--- src/rtl/uart_pkg.sv ---
// Shared definitions for the UART DMA memory arbiter: access-width codes,
// arbiter FSM encoding and the requester identifiers used for round-robin.
package uart_pkg;

  typedef enum logic [1:0] {
    MEM_ACC_8  = 2'd0,
    MEM_ACC_16 = 2'd1,
    MEM_ACC_32 = 2'd2
  } mem_acc_e;

  typedef enum logic [1:0] {
    ST_IDLE     = 2'd0,
    ST_GRANT_TX = 2'd1,
    ST_GRANT_RX = 2'd2,
    ST_DONE     = 2'd3
  } arb_state_e;

  localparam logic SERVED_TX = 1'b0;
  localparam logic SERVED_RX = 1'b1;

  // Wide enough to hold TIMEOUT_CYCLES itself, so the counter never wraps.
  function automatic int cnt_width(input int timeout_cycles);
    if (timeout_cycles < 1) begin
      return 1;
    end else begin
      return $clog2(timeout_cycles + 1);
    end
  endfunction

endpackage

--- src/rtl/uart_rr_pick.sv ---
// Two-way round-robin select between the TX and RX DMA requesters.
module uart_rr_pick
  import uart_pkg::*;
(
  input  logic tx_req,
  input  logic rx_req,
  input  logic last_served,
  output logic grant_valid,
  output logic grant_rx
);

  // On a tie the requester that was not served last wins.
  always_comb begin
    grant_valid = tx_req | rx_req;
    if (tx_req && rx_req) begin
      grant_rx = (last_served == SERVED_TX);
    end else if (rx_req) begin
      grant_rx = 1'b1;
    end else begin
      grant_rx = 1'b0;
    end
  end

endmodule

--- src/rtl/uart_mem_arbiter.sv ---
// Arbitrates TX DMA reads and RX DMA writes onto one shared memory port,
// with a per-grant timeout and a sticky timeout error flag.
module uart_mem_arbiter
  import uart_pkg::*;
#(
  parameter int M_WIDTH        = 32,
  parameter int TIMEOUT_CYCLES = 255
) (
  input  logic               clk,
  input  logic               rst,
  input  logic               tx_req,
  input  logic [M_WIDTH-1:0] tx_addr,
  input  logic [1:0]         tx_width,
  output logic [M_WIDTH-1:0] tx_data_out,
  output logic               tx_ready,
  input  logic               rx_req,
  input  logic [M_WIDTH-1:0] rx_addr,
  input  logic [1:0]         rx_width,
  input  logic [M_WIDTH-1:0] rx_data,
  output logic               rx_ready,
  output logic               mem_req,
  output logic               mem_we,
  output logic [M_WIDTH-1:0] mem_addr,
  output logic [1:0]         mem_width,
  output logic [M_WIDTH-1:0] mem_data_out,
  input  logic [M_WIDTH-1:0] mem_data_in,
  input  logic               mem_ready,
  output logic               timeout_err,
  input  logic               err_clr
);

  localparam int CNT_W = cnt_width(TIMEOUT_CYCLES);
  localparam logic [CNT_W-1:0] CNT_ONE = CNT_W'(1);
  localparam logic [CNT_W-1:0] CNT_MAX = CNT_W'(TIMEOUT_CYCLES);

  arb_state_e         state_r, state_s;
  logic [CNT_W-1:0]   cnt_r, cnt_s, cnt_inc_s;
  logic               last_served_r, last_served_s;
  logic               pick_valid_s, pick_rx_s, granted_rx_s, err_set_s;
  logic               mem_req_s, mem_we_s, tx_ready_s, rx_ready_s, timeout_err_s;
  logic [M_WIDTH-1:0] mem_addr_s, mem_data_out_s, tx_data_out_s;
  logic [1:0]         mem_width_s;

  uart_rr_pick u_rr_pick (
    .tx_req      (tx_req),
    .rx_req      (rx_req),
    .last_served (last_served_r),
    .grant_valid (pick_valid_s),
    .grant_rx    (pick_rx_s)
  );

  // Next-state and next-output logic; every registered output is computed here.
  always_comb begin
    state_s        = state_r;
    cnt_s          = cnt_r;
    last_served_s  = last_served_r;
    mem_req_s      = mem_req;
    mem_we_s       = mem_we;
    mem_addr_s     = mem_addr;
    mem_width_s    = mem_width;
    mem_data_out_s = mem_data_out;
    tx_data_out_s  = tx_data_out;
    tx_ready_s     = 1'b0;
    rx_ready_s     = 1'b0;
    err_set_s      = 1'b0;
    cnt_inc_s      = cnt_r + CNT_ONE;
    granted_rx_s   = (state_r == ST_GRANT_RX);

    case (state_r)
      ST_IDLE: begin
        if (pick_valid_s) begin
          mem_req_s = 1'b1;
          cnt_s     = '0;
          if (pick_rx_s) begin
            state_s        = ST_GRANT_RX;
            mem_we_s       = 1'b1;
            mem_addr_s     = rx_addr;
            mem_width_s    = rx_width;
            mem_data_out_s = rx_data;
          end else begin
            state_s        = ST_GRANT_TX;
            mem_we_s       = 1'b0;
            mem_addr_s     = tx_addr;
            mem_width_s    = tx_width;
            mem_data_out_s = '0;
          end
        end else begin
          state_s = ST_IDLE;
        end
      end

      ST_GRANT_TX, ST_GRANT_RX: begin
        // mem_ready outranks a timeout landing on the same edge.
        if (mem_ready) begin
          state_s       = ST_DONE;
          mem_req_s     = 1'b0;
          tx_ready_s    = !granted_rx_s;
          rx_ready_s    = granted_rx_s;
          last_served_s = granted_rx_s ? SERVED_RX : SERVED_TX;
          if (granted_rx_s) begin
            tx_data_out_s = tx_data_out;
          end else begin
            tx_data_out_s = mem_data_in;
          end
        end else if (cnt_inc_s == CNT_MAX) begin
          state_s       = ST_DONE;
          mem_req_s     = 1'b0;
          cnt_s         = cnt_inc_s;
          err_set_s     = 1'b1;
          tx_ready_s    = !granted_rx_s;
          rx_ready_s    = granted_rx_s;
          last_served_s = granted_rx_s ? SERVED_RX : SERVED_TX;
          if (granted_rx_s) begin
            tx_data_out_s = tx_data_out;
          end else begin
            tx_data_out_s = '0;
          end
        end else begin
          cnt_s = cnt_inc_s;
        end
      end

      ST_DONE: begin
        state_s = ST_IDLE;
      end

      default: begin
        state_s = ST_IDLE;
      end
    endcase

    if (err_set_s) begin
      timeout_err_s = 1'b1;
    end else if (err_clr) begin
      timeout_err_s = 1'b0;
    end else begin
      timeout_err_s = timeout_err;
    end
  end

  // State, counter and all registered outputs.
  always_ff @(posedge clk or posedge rst) begin
    if (rst) begin
      state_r       <= ST_IDLE;
      cnt_r         <= '0;
      last_served_r <= SERVED_TX;
      mem_req       <= 1'b0;
      mem_we        <= 1'b0;
      mem_addr      <= '0;
      mem_width     <= 2'd0;
      mem_data_out  <= '0;
      tx_data_out   <= '0;
      tx_ready      <= 1'b0;
      rx_ready      <= 1'b0;
      timeout_err   <= 1'b0;
    end else begin
      state_r       <= state_s;
      cnt_r         <= cnt_s;
      last_served_r <= last_served_s;
      mem_req       <= mem_req_s;
      mem_we        <= mem_we_s;
      mem_addr      <= mem_addr_s;
      mem_width     <= mem_width_s;
      mem_data_out  <= mem_data_out_s;
      tx_data_out   <= tx_data_out_s;
      tx_ready      <= tx_ready_s;
      rx_ready      <= rx_ready_s;
      timeout_err   <= timeout_err_s;
    end
  end

endmodule

--- config.mk ---
export PLATFORM = sky130hd
export DESIGN_NAME = uart_mem_arbiter
export DESIGN_NICKNAME = d
export VERILOG_FILES = /design/src/rtl/uart_pkg.sv /design/src/rtl/uart_rr_pick.sv /design/src/rtl/uart_mem_arbiter.sv
export SDC_FILE = /design/constraint.sdc
export NUM_CORES = 1
export LEC_CHECK = 0
export ABC_AREA = 1
export CAP_MARGIN = 25
export CELL_PAD_IN_SITES_DETAIL_PLACEMENT = 0
export CELL_PAD_IN_SITES_GLOBAL_PLACEMENT = 1
export CORE_ASPECT_RATIO = 1.1
export CORE_UTILIZATION = 45
export DETAILED_ROUTE_END_ITERATION = 6
export DONT_BUFFER_PORTS = 1
export PLACE_DENSITY_LB_ADDON = 0.1
export SLEW_MARGIN = 0
export SYNTH_ARGS = -nofsm -noshare
export SYNTH_HDL_FRONTEND = slang
export SYNTH_SLANG_ARGS = --single-unit
--- constraint.sdc ---
create_clock -name clk -period 8.3 [get_ports clk]
set_input_delay 0.83 -clock clk [delete_from_list [all_inputs] [get_ports clk]]
set_output_delay 0.83 -clock clk [all_outputs]
set_load 0.01 [all_outputs]
==> reports/summary.log <==
[clock_network] # H-tree levels 4
[critical_path] maximum fanout along the worst path 69
[sta] Final Hold Slack 0.3150 ns
[sta] RSZ-0062 raised after global routing no
[critical_path] Max stage delay cell, worst path sky130_fd_sc_hd__inv_2
[finish] Diodes inserted 0
[clock_network] Hold Buf Count CTS 0
[sta] final setup violation count 0
[floorplanning] core region area 0.01086 mm2
[floorplanning] die width 102.6 um
[drt] total vias in the final route 3998
[grt] number of global-route vias before repair 3820
[sta] setup TNS 0 ns
[synth] top post-synthesis cells by area sky130_fd_sc_hd__dfrtp_1, sky130_fd_sc_hd__nand2_1, sky130_fd_sc_hd__nand4_1
[power_and_ir_drop] highest ir drop seen on vdd 0.2434 mV
[finish] synth-to-layout area growth 14.55%
[floorplanning] initial standard-cell utilization of the core 46.16%
[critical_path] Setup crit end kind flop
[critical_path] endpoint of the most critical register-to-register path cnt_r[5]
[sta] maximum frequency from static timing analysis 339.3 MHz
[power_and_ir_drop] reported leakage power 2.828 nW
[placed_design] Cell Count Post-Placement 691
[synth] top cell type's share of synthesized area 56.90%
[run] Maximum Capacitance Violations 0
[critical_path] Critical R2R Launch state_r[1]
[synth] flops & latches, synth 114
[synth] dominant cell type by area after synthesis sky130_fd_sc_hd__dfrtp_1
[clock_network] post-CTS setup repair buffer count 0
[grt] Remaining Overflow, GRT 0
[synth] synth unique cells 19
[drt] Post-DRT Antenna Nets 0
[clock_network] CTS tree built
[finish] number of fill cells 1057
[clock_network] # resized after CTS 0
[placed_design] number of buffer cells added on primary ports 0
[critical_path] CP Data Arrival Time 3.19 ns
[critical_path] setup slack on the worst flop-to-flop path 5.35 ns
[critical_path] critical path, cell by cell inv_1 > ha_1 > buf_4 > o21ai_4 > buf_4 > inv_2 > nor2_1 > a21oi_1 > o22ai_1
[placed_design] sum of net half-perimeters after detailed placement 8.456 mm
[sta] final critical-path share of the clock period 35.51%
[finish] non-filler cells in the finished layout 724
[finish] NumNets Final 706
[synth] most used flip-flop cell after synthesis sky130_fd_sc_hd__dfrtp_1
[sta] final critical delay including setup and external delays 2.948 ns
[floorplanning] height of the chip 112.7 um
[hold_path] class of the tightest hold or removal check in -> async
[clock_network] sinks on the clock net 114
[synth] number of enable-type register cells in the synthesized netlist 0
[power_and_ir_drop] areal power density over the cells 443.8 mW/mm2
[placed_design] placer congestion estimate 0.7806
[critical_path] depth of the worst register-to-register path 9
[synth] Net Count, Synth 720
[synth] count of warnings emitted by yosys 0
[critical_path] data required time at the worst endpoint 8.54 ns
[grt] pin count of the biggest net entering global routing 80
[synth] area of the mapped netlist 0.005014 mm2
[grt] antenna violations before repair 0
[critical_path] CP most frequent cell sky130_fd_sc_hd__buf_4
[drt] DR WL/cell 17.75 um
[synth] commonest cells in the netlist sky130_fd_sc_hd__nand2_1, sky130_fd_sc_hd__dfrtp_1, sky130_fd_sc_hd__nand3_1, sky130_fd_sc_hd__nand4_1, sky130_fd_sc_hd__inv_1
[critical_path] critical path launch point type flop
[run_status] run status completed
[clock_network] latest clock arrival within the worst-skew pair 0.40 ns
[floorplanning] area of the die 0.01157 mm2
[synth] per-instance average area after synthesis 8.674 um2
[synth] number of instances in the synthesized netlist 578
[clock_network] clock root buffer master sky130_fd_sc_hd__clkbuf_16
[sta] number of hold-slack violations in the final timing report 0
[drt] Vias per Instance 5.522
[clock_network] Clock Tree Buf Depth 2
[grt] first-pass GRT wire length 19.58 mm
[sta] final-report max-slew violation count 0
[synth] share of async-settable or async-resettable flops after synthesis 100.0%
[grt] total routing usage reported by global routing 22.26%
[floorplanning] standard-cell rows 40
[sta] headroom to the max-slew limit 33.24%
[clock_network] clock-pin slew on the worst setup and hold paths 0.05 ns
[drt] post-route DRC violation count 0
[drt] first-iteration detailed-routing DRC count 194
[synth] most repeated cell in the gate-level netlist after synthesis sky130_fd_sc_hd__nand2_1
[synth] post-synthesis sequential area ratio 56.90%
[floorplanning] top-level I/O count 241
[drt] Final Routed Wirelength 12.85 mm
[critical_path] critical path class reg -> reg
[finish] share of post-route cells with drive strength above 1 7.972%
[sta] Max Clock Skew 0.009312 ns
[sta] Worst Tran Pin Value 0.9953 ns
[critical_path] slowest cell delay on critical path 0.57 ns
[clock_network] Num CTS Buffers 17
[drt] first-pass iteration count of the detailed router 5
[per-stage QoR]
step           utilization, %  setup WS (ns)  instance area, um2  power [W]
3_5_place_dp            46.84          5.319                5087   0.001797
6_report                52.88          5.352                5743   0.002549
4_1_cts                 52.63          5.300                5715   0.002574
3_3_place_gp            46.71          5.433                5072   0.001771
2_1_floorplan               -          4.454                5014   0.001616
5_1_grt                 52.88          5.075                5743   0.002720
[metal layers]
layer / wire [um] / track usage (%) / vias up
li1: - / - / 1914
met2: 6310 / 34.76 / 172
met4: 222 / 8.571 / 0
met3: 1258 / 10.01 / 19
met5: 0 / 0 / -
met1: 5058 / 26.77 / 1893
[worst max-delay path, delay by kind of cell, from the launching register on]
kind | cells | cell delay, ns
buffers and inverters | 4 | 1.37
AOI/OAI and AO/OA | 3 | 0.75
DFF | 1 | 0.39
adders and majority gates | 1 | 0.15
and+or+nand+nor | 1 | 0.11
[power breakdown]
| part | switching (W) | internal, W | total [W] |
|---|---|---|---|
| registers | 0.000310 | 0.000815 | 0.00113 |
| logic | 0.000446 | 0.000210 | 0.000656 |
| clock network | 0.000245 | 0.000523 | 0.000768 |
[worst max-delay path by stage]
stage / from / end / depth (start not counted)
after floorplan: rst / cnt_r[0] / 1
after global placement: state_r[0] / cnt_r[3] / 9
after detailed placement: state_r[1] / cnt_r[5] / 9
after CTS: state_r[1] / cnt_r[5] / 9
after global routing: state_r[1] / cnt_r[5] / 9
final: state_r[1] / cnt_r[5] / 9
[sequential cells by signal (all words and copies together), names as in the netlist]
name           cells
tx_data_out       32
mem_width          2
tx_ready           1
cnt_r              8
rx_ready           1
state_r            2
mem_we             1
last_served_r      1
timeout_err        1
mem_addr          32
mem_req            1
mem_data_out      32
[layout by cell type (no fill, tap or decap)]
| cell type | count |
|---|---|
| sky130_fd_sc_hd__clkinvlp_4 | 1 |
| sky130_fd_sc_hd__buf_16 | 1 |
| sky130_fd_sc_hd__inv_4 | 1 |
| sky130_fd_sc_hd__dfrtp_1 | 114 |
| sky130_fd_sc_hd__inv_2 | 2 |
| sky130_fd_sc_hd__nor2_1 | 12 |
| sky130_fd_sc_hd__nand3_4 | 1 |
| sky130_fd_sc_hd__clkbuf_8 | 3 |
| sky130_fd_sc_hd__o21ai_4 | 1 |
| sky130_fd_sc_hd__ha_1 | 4 |
| sky130_fd_sc_hd__nand2_2 | 2 |
| sky130_fd_sc_hd__o21ai_0 | 38 |
| sky130_fd_sc_hd__inv_1 | 48 |
| sky130_fd_sc_hd__buf_8 | 1 |
| sky130_fd_sc_hd__clkinv_2 | 6 |
| sky130_fd_sc_hd__clkbuf_1 | 1 |
| sky130_fd_sc_hd__o21ai_1 | 2 |
| sky130_fd_sc_hd__o22ai_1 | 7 |
| sky130_fd_sc_hd__buf_4 | 6 |
| sky130_fd_sc_hd__nand2_1 | 160 |
| sky130_fd_sc_hd__a21oi_1 | 3 |
| sky130_fd_sc_hd__bufinv_16 | 4 |
| sky130_fd_sc_hd__clkinv_1 | 1 |
| sky130_fd_sc_hd__clkbuf_16 | 17 |
| sky130_fd_sc_hd__nand4_1 | 66 |
| sky130_fd_sc_hd__xor2_1 | 1 |
| sky130_fd_sc_hd__nand3_1 | 74 |
[final cells by class]
class                   count  area (um2)  area share, %
clock buffers              21       470.5          8.192
inverters                  52       197.7          3.442
repair buffers              8       87.58          1.525
well taps                 147       183.9          3.203
multi-input cells         371        1793          31.22
flip-flops and latches    114        2853          49.67
clock inverters            11       157.7          2.745
[kinds of logic (layout without fill, tap and decap cells)]
logic type	count (synthesis)	count (layout)	share of synthesized area [%]
compound gates	51	51	5.266
xor+xnor	1	1	0.1747
fa+ha+maj	4	4	0.9983
buf+inv	93	92	7.562
flops	114	114	56.90
simple gates	315	315	29.10
No activity file was read; power rests on OpenSTA's default activity.
